`config.mk`:
```
export PLATFORM = sky130hd
export DESIGN_NAME = sim_run_controller
export DESIGN_NICKNAME = d
export VERILOG_FILES = /design/src/rtl/sim_run_controller.sv
export SDC_FILE = /design/constraint.sdc
export NUM_CORES = 1
export LEC_CHECK = 0
export CORE_MARGIN = 2
export CORE_UTILIZATION = 55
export CTS_CLUSTER_SIZE = 28
export DETAILED_ROUTE_END_ITERATION = 8
export PLACE_DENSITY = 0.83
export SYNTH_ARGS = -nofsm -noshare
export SYNTH_HDL_FRONTEND = slang
export SYNTH_SLANG_ARGS = --single-unit
```
`constraint.sdc`:
```
create_clock -name CLK -period 9.7 [get_ports CLK]
set_input_delay 1.455 -clock CLK [delete_from_list [all_inputs] [get_ports CLK]]
set_output_delay 1.455 -clock CLK [all_outputs]
set_load 0.1 [all_outputs]
```
`src/rtl/sim_run_controller.sv`:
```
// Run sequencer for the simulation top: DUT reset, settle delay, divided derived clock,
// cycle watchdog and finish request, all from one clock with registered outputs.
module sim_run_controller #(
    parameter int RESET_CYCLES  = 5,
    parameter int SETTLE_CYCLES = 10,
    parameter int DERIVED_DIV   = 1,
    parameter int TIMEOUT_W     = 32
) (
    input  logic                 CLK,
    input  logic                 RST,
    input  logic                 start,
    input  logic                 dut_done,
    input  logic [TIMEOUT_W-1:0] timeout_limit,
    output logic                 nRST_dut,
    output logic                 CLK_derivedClock,
    output logic                 nRST_derivedReset,
    output logic                 started,
    output logic                 running,
    output logic                 finish,
    output logic                 timed_out,
    output logic [TIMEOUT_W-1:0] cycle_count
);

    localparam int PHASE_MAX = (RESET_CYCLES > SETTLE_CYCLES) ? RESET_CYCLES : SETTLE_CYCLES;
    localparam int PW        = (PHASE_MAX > 1) ? $clog2(PHASE_MAX) : 1;
    localparam int DW        = (DERIVED_DIV > 1) ? $clog2(DERIVED_DIV) : 1;

    localparam logic [PW-1:0] RESET_LAST  = PW'(RESET_CYCLES - 1);
    localparam logic [PW-1:0] SETTLE_LAST = PW'(SETTLE_CYCLES - 1);
    localparam logic [DW-1:0] DIV_LAST    = DW'(DERIVED_DIV - 1);

    typedef enum logic [2:0] {
        S_IDLE,
        S_RESET,
        S_SETTLE,
        S_RUN,
        S_DONE
    } state_t;

    state_t               state_q, state_d;
    logic [PW-1:0]        phase_q, phase_d;
    logic [DW-1:0]        div_q, div_d;
    logic                 dclk_q, dclk_d;
    logic                 nrst_dut_q, nrst_dut_d;
    logic                 nrst_drv_q, nrst_drv_d;
    logic                 started_q, started_d;
    logic                 running_q, running_d;
    logic                 finish_q, finish_d;
    logic                 timed_out_q, timed_out_d;
    logic [TIMEOUT_W-1:0] count_q, count_d;

    // Sequencing: phase counter for RESET/SETTLE, RUN watchdog, DONE is sticky until RST.
    always_comb begin
        state_d     = state_q;
        phase_d     = phase_q;
        timed_out_d = timed_out_q;
        count_d     = count_q;
        unique case (state_q)
            S_IDLE: begin
                phase_d     = '0;
                timed_out_d = 1'b0;
                count_d     = '0;
                if (start) state_d = S_RESET;
            end
            S_RESET: begin
                if (phase_q == RESET_LAST) begin
                    state_d = S_SETTLE;
                    phase_d = '0;
                end else begin
                    phase_d = phase_q + PW'(1);
                end
            end
            S_SETTLE: begin
                if (phase_q == SETTLE_LAST) begin
                    state_d = S_RUN;
                    phase_d = '0;
                    count_d = '0;
                end else begin
                    phase_d = phase_q + PW'(1);
                end
            end
            S_RUN: begin
                if (dut_done) begin
                    state_d     = S_DONE;
                    timed_out_d = 1'b0;
                end else if ((timeout_limit != '0) &&
                             (count_q == timeout_limit - TIMEOUT_W'(1))) begin
                    state_d     = S_DONE;
                    timed_out_d = 1'b1;
                end else if (count_q != '1) begin
                    count_d = count_q + TIMEOUT_W'(1);
                end
            end
            S_DONE: begin
            end
            default: state_d = S_IDLE;
        endcase
    end

    // Divider follows the next state so the derived clock lines up with the state it belongs to.
    always_comb begin
        div_d  = div_q;
        dclk_d = dclk_q;
        unique case (state_d)
            S_RESET, S_SETTLE, S_RUN: begin
                if (state_q == S_IDLE || div_q == DIV_LAST) begin
                    div_d = '0;
                end else begin
                    div_d = div_q + DW'(1);
                end
                if (div_d == DIV_LAST) dclk_d = ~dclk_q;
            end
            S_DONE: begin
            end
            default: begin
                div_d  = '0;
                dclk_d = 1'b0;
            end
        endcase
    end

    always_comb begin
        nrst_dut_d = (state_d == S_SETTLE) || (state_d == S_RUN) || (state_d == S_DONE);
        nrst_drv_d = (state_d == S_RUN) || (state_d == S_DONE);
        started_d  = (state_d == S_RUN) && (state_q == S_SETTLE);
        running_d  = (state_d == S_RUN);
        finish_d   = (state_d == S_DONE);
    end

    // NOTE: non-blocking assignments keep every flop sampling pre-edge values.
    always_ff @(posedge CLK) begin
        if (RST) begin
            state_q     <= S_IDLE;
            phase_q     <= '0;
            div_q       <= '0;
            dclk_q      <= 1'b0;
            nrst_dut_q  <= 1'b0;
            nrst_drv_q  <= 1'b0;
            started_q   <= 1'b0;
            running_q   <= 1'b0;
            finish_q    <= 1'b0;
            timed_out_q <= 1'b0;
            count_q     <= '0;
        end else begin
            state_q     <= state_d;
            phase_q     <= phase_d;
            div_q       <= div_d;
            dclk_q      <= dclk_d;
            nrst_dut_q  <= nrst_dut_d;
            nrst_drv_q  <= nrst_drv_d;
            started_q   <= started_d;
            running_q   <= running_d;
            finish_q    <= finish_d;
            timed_out_q <= timed_out_d;
            count_q     <= count_d;
        end
    end

    assign nRST_dut          = nrst_dut_q;
    assign CLK_derivedClock  = dclk_q;
    assign nRST_derivedReset = nrst_drv_q;
    assign started           = started_q;
    assign running           = running_q;
    assign finish            = finish_q;
    assign timed_out         = timed_out_q;
    assign cycle_count       = count_q;

endmodule

```
Word level (Yosys, flattened, before mapping)
Cells that the tools add are included.
Operators by class
  bitwise gates (word level): 3
  mux-type cells: 22
  add/subtract/negate cells: 4
  eq/ne operators: 18
  reduce and logical (&&, ||, !) cells: 15
Operators with widths (number)
  two-way mux 32 bit: 4
  one-hot mux 32 bit (3 select lines): 1
  adder 32 x 1 -> 32 bit (second input constant): 1
  equality test 32 bit: 1
  inequality test 32 bit (second input constant): 1
  nonzero test 32 bit: 1
  subtractor 32 x 1 -> 32 bit (second input constant): 1
  two-way mux 3 bit: 5
  one-hot mux 3 bit (5 select lines): 1
  equality test 3 x 2 -> 1 bit (second input constant): 4
  one-hot mux 4 bit (3 select lines): 1
  inequality test 2 bit (second input constant): 5
  two-way mux 4 bit: 2
  equality test 3 x 1 -> 1 bit (second input constant): 2
  equality test 3 bit (second input constant): 2
  one-hot mux 1 bit (2 select lines): 3
  nonzero test 3 bit: 2
  two-way mux 1 bit: 5
  AND reduction 5 bit: 1
  adder 4 x 1 -> 4 bit (second input constant): 1
  equality test 4 x 3 -> 1 bit (second input constant): 1
  equality test 4 bit (second input constant): 1
  logical OR 1 bit: 4
  AND reduction 2 bit: 2
  other kinds (7): 10
Word-level totals
  word-level logic and storage cells: 73
  output and inout port bits: 39
  bits in registers: 47
  input port bits: 36

Longest topological paths before layout
  word-level depth: 11
  gate-level depth with buffers: 12
  depth with buffers taken out: 11

Worst setup path after synthesis
No wires, ideal clock.
  path kind: input to register
  start: input port timeout_limit[7]
  end: register count_q[18], in the netlist cycle_count[18]
  setup time: 0.115 ns
  cell stages on the path: 11
  path slack: 5.497 ns
  path buffers: 2
  arrival: 4.088 ns
  data required time: 9.585 ns
  cells stage by stage: buf_6 nor4_4 nand4_2 or4_4 or3_1 a41o_1 nor4_4 o21ai_2 buf_2 and3_1 o21a_1
On the way
  cells in the longest elaborated chain, start to end: 5
  elaborated cells on any way between the ends: 6
  classes of those cells: 1 x add/sub; 2 x eq/ne; 3 x reduce/logical
Ends and longest elaborated chain
  start: declaration: RTL line 13  | input logic [TIMEOUT_W-1:0] timeout_limit,
  subtractor 32 x 1 -> 32 bit: RTL line 87  | (count_q == timeout_limit - TIMEOUT_W'(1))) begin
  equality test 32 bit: RTL line 87
  logical AND 1 bit *: RTL line 86  | end else if ((timeout_limit != '0) &&
  inequality test 2 bit (no line) *
  AND reduction 5 bit (no line) *
  end signal: assignment: RTL line 155  | count_q <= count_d;
  end: declaration: RTL line 50  | logic [TIMEOUT_W-1:0] count_q, count_d;
Mark *: on every way between the ends. The rest lies on a longest branch, timed or not.
A chain may end at the register's enable or synchronous reset.

Worst setup path in the final report
  start: input port timeout_limit[0]
  end: register count_q[18], in the netlist cycle_count[18]
Same word-level chain as after synthesis.

==> reports/results.tsv <==
stage	metric	value	unit
clocking	cts_setup_buffers	0	
clocking	clockBufferDepth	2	
pwr	p_leak	0.00159	uW
worst_setup_path	cp-end-kind	register	
sta	fin_tns_setup	0	ns
clocking	cts_buffers	5	
worst_setup_path	crit_type	in2reg	
sta	drv_slew	0	
worst_setup_path	rrSetupSlack	6.46	ns
grt	antenna_found_initial	0	
yosys	synthesis.nets	524	
worst_setup_path	cp-start-kind	input pin	
worst_setup_path	path_delay_family	simple AND/OR/NAND/NOR gates	
sta	rsz0062_at_grt	false	
clocking	cts_tree	done	
cells_and_area	finalNetCount	583	
grt	grt_first_pass_wirelength	17.8	mm
sta	slew_headroom	0.177	
routing	first_pass_iters	5	
worst_setup_path	rr_worst_depth	10	
yosys	netlist_top_cells_area	dfxtp_1 (25%), xnor2_1 (4.7%), nor2_1 (4.1%), nand2_1 (4.0%), nand4_1 (3.9%)	
status	status	finished, final reports clean	
grt	grt_pass1_vias	3826	
clocking	cts.htree.levels	2	
routing	wirelength	10.7	mm
worst_setup_path	path_buf_inv	2	
pwr	powerDensity	88.9	mW/mm2
yosys	yosysWarnings	0	
routing	avgRoutedWirePerCell	17.2	um
cells_and_area	final_cell_mix	clkdlybuf4s50_1 (74), dfxtp_1 (46), nor2_1 (40)	
placement	dp_slack	4.23	ns
worst_hold_path	hp-class	reg2reg	
floorplan	start_util	0.575	
floorplan	pin_count	75	
yosys	synth-main-ff-cell	dfxtp_1	
routing	route.detailed.drc	0	
yosys	synthCells	483	
worst_setup_path	slowest_stage	clkdlybuf4s50_1	
clocking	post_cts_resized	0	
worst_hold_path	min_from	CLK_derivedClock$_SDFFE_PP0P_	
yosys	synth_area	0.00369	mm2
worst_hold_path	min_path_cells	1	
clocking	clk_latency	0.30	ns
sta	finalCritPeriodShare	0.540	
yosys	ys_seq_area_frac	0.250	
yosys	synthArstFlopShare	0	
yosys	synth_edf_count	0	
sta	fin_crit	5.24	ns
cells_and_area	drive_gt1_frac	0.0552	
placement	gp_congestion	0.920	
clocking	root_buffer	clkbuf_8	
yosys	synth_seq_cells	46	
routing	drtIter0Drc	213	
worst_hold_path	hold_path_end	CLK_derivedClock$_SDFFE_PP0P_	
yosys	synth_top_area_frac	0.250	
floorplan	coreArea	0.00642	mm2
floorplan	rows	29	
worst_setup_path	path_max_fanout	31	
worst_setup_path	cp.arrival	5.44	ns
cells_and_area	final_common_cell	clkdlybuf4s50_1	
cells_and_area	area_growth	23.5	%
worst_setup_path	path_common_cell	nand4_1	
routing	antenna_left	0	
grt	grt.total_usage	0.293	
routing	vias_per_cell	6.56	
placement	portBuffers	74	
floorplan	die_height	85.9	um
worst_setup_path	reg2reg_from	cycle_count[7]$_SDFFE_PP0P_	
yosys	synth_top_area_cell	dfxtp_1	
sta	worstMarginPinSlew	1.23	ns
run	maxCapViolCount	0	
worst_setup_path	required	9.90	ns
floorplan	fp.dieW	85.9	um
grt	grt_max_degree	32	
clocking	clkTransAtPathRegs	0.09	ns
worst_setup_path	startpoint	timeout_limit[0]	
pwr	max-vdd-ir-drop	0.0985	mV
routing	vias	4070	
yosys	ys_types	70	
sta	setup_violations	0	
sta	finClkSkew	0.0115	ns
floorplan	die_area	0.00738	mm2
yosys	avgSynthCellArea	7.64	um2
cells_and_area	diodes	0	
worst_setup_path	rr_endpoint	cycle_count[29]$_SDFFE_PP0P_	
clocking	cts_hold_buffers	0	
sta	worst_slack	4.46	ns
worst_setup_path	slowest_delay	0.49	ns
grt	grt_overflow	0	
clocking	clock_sinks	46	
worst_setup_path	crit_chain	clkdlybuf4s50_1 > inv_1 > ha_1 > nor3b_2 > nand4_1 > or3_1 > a2111oi_0 > nand4_1 > nor4_4 > o21ai_2 > and3_1 > o21a_1	
sta	hold_viol_final	0	
placement	dp_hpwl	7.98	mm
sta	fmax	0.191	GHz
-- area by class of cell --
type                       count  area (um2)
clock buffer                   5        68.8
fill                         531        1860
tap                           77        96.3
multi-input combinational    399        2610
clock inverter                 3        43.8
timing repair buffer          78         771
inverter                      12        45.0
sequential                    46         921
-- power by group --
group,switching (uW),internal (uW)
Clock,69.6,77.3
Combinational,37.3,29.8
Sequential,1.56,190
Total,108,297
-- how the worst max path moves through the flow --
stage | to | slack (ns) | cells after the start
after floorplan | cycle_count[18]$_SDFFE_PP0P_ | 5.50 | 11
after global placement | cycle_count[18]$_SDFFE_PP0P_ | 4.45 | 10
after detailed placement | cycle_count[18]$_SDFFE_PP0P_ | 4.23 | 12
after CTS | cycle_count[18]$_SDFFE_PP0P_ | 4.53 | 12
after global routing | cycle_count[18]$_SDFFE_PP0P_ | 4.19 | 12
final | cycle_count[18]$_SDFFE_PP0P_ | 4.46 | 12
-- cells in the mapped netlist (all sizes together), types with 4 or more instances --
cell type / number
inv: 12
xnor2: 20
buf: 9
a41o: 4
a31oi: 10
nand2b: 11
clkbuf: 17
dfxtp: 46
or4: 7
nand4b: 7
ha: 5
nand3: 17
nor2b: 7
nand3b: 9
or3: 23
nor3: 11
nand4: 24
and2: 8
xor2: 14
nor4: 11
o21ai: 21
a21oi: 27
nor2: 40
and3: 14
o21a: 4
nand2: 39
mux2i: 11
and4: 6
-- kinds of logic (layout without fill, tap and decap cells) --
logic type / after synthesis / count (layout) / share of synthesized area
buf+inv: 38 / 98 / 0.0434
fa+ha+maj: 5 / 5 / 0.0170
mux: 11 / 11 / 0.0298
simple gates: 247 / 247 / 0.395
flops: 46 / 46 / 0.250
xor+xnor: 34 / 34 / 0.0807
compound gates: 102 / 102 / 0.185
-- state kept, by name, summed over array words and instances (netlist names) --
| name | count |
|---|---|
| cycle_count | 32 |
| phase_q | 4 |
| state_q | 3 |
| CLK_derivedClock | 1 |
| finish | 1 |
| nRST_derivedReset | 1 |
| nRST_dut | 1 |
| running | 1 |
| started | 1 |
| timed_out | 1 |
-- routing by layer --
layer	part of all wire	vias up	global-route usage
met5	0	-	0
met4	0.012	0	0.0808
met3	0.085	15	0.0395
met2	0.46	206	0.482
met1	0.44	1917	0.401
li1	-	1932	-
-- per-stage QoR --
stage                util  cells  hold slack, ns  total power [uW]  cell area (um2)
finish              0.710    620           0.504               405             4560
detailed placement  0.692    612           0.481               262             4450
floorplan               -    483           0.478               231             3690
CTS                 0.710    620           0.503               405             4560
global route        0.710    620           0.517               420             4560
global placement    0.692    612           0.475               260             4450
Note: power is estimated with default switching activity, not from simulation.
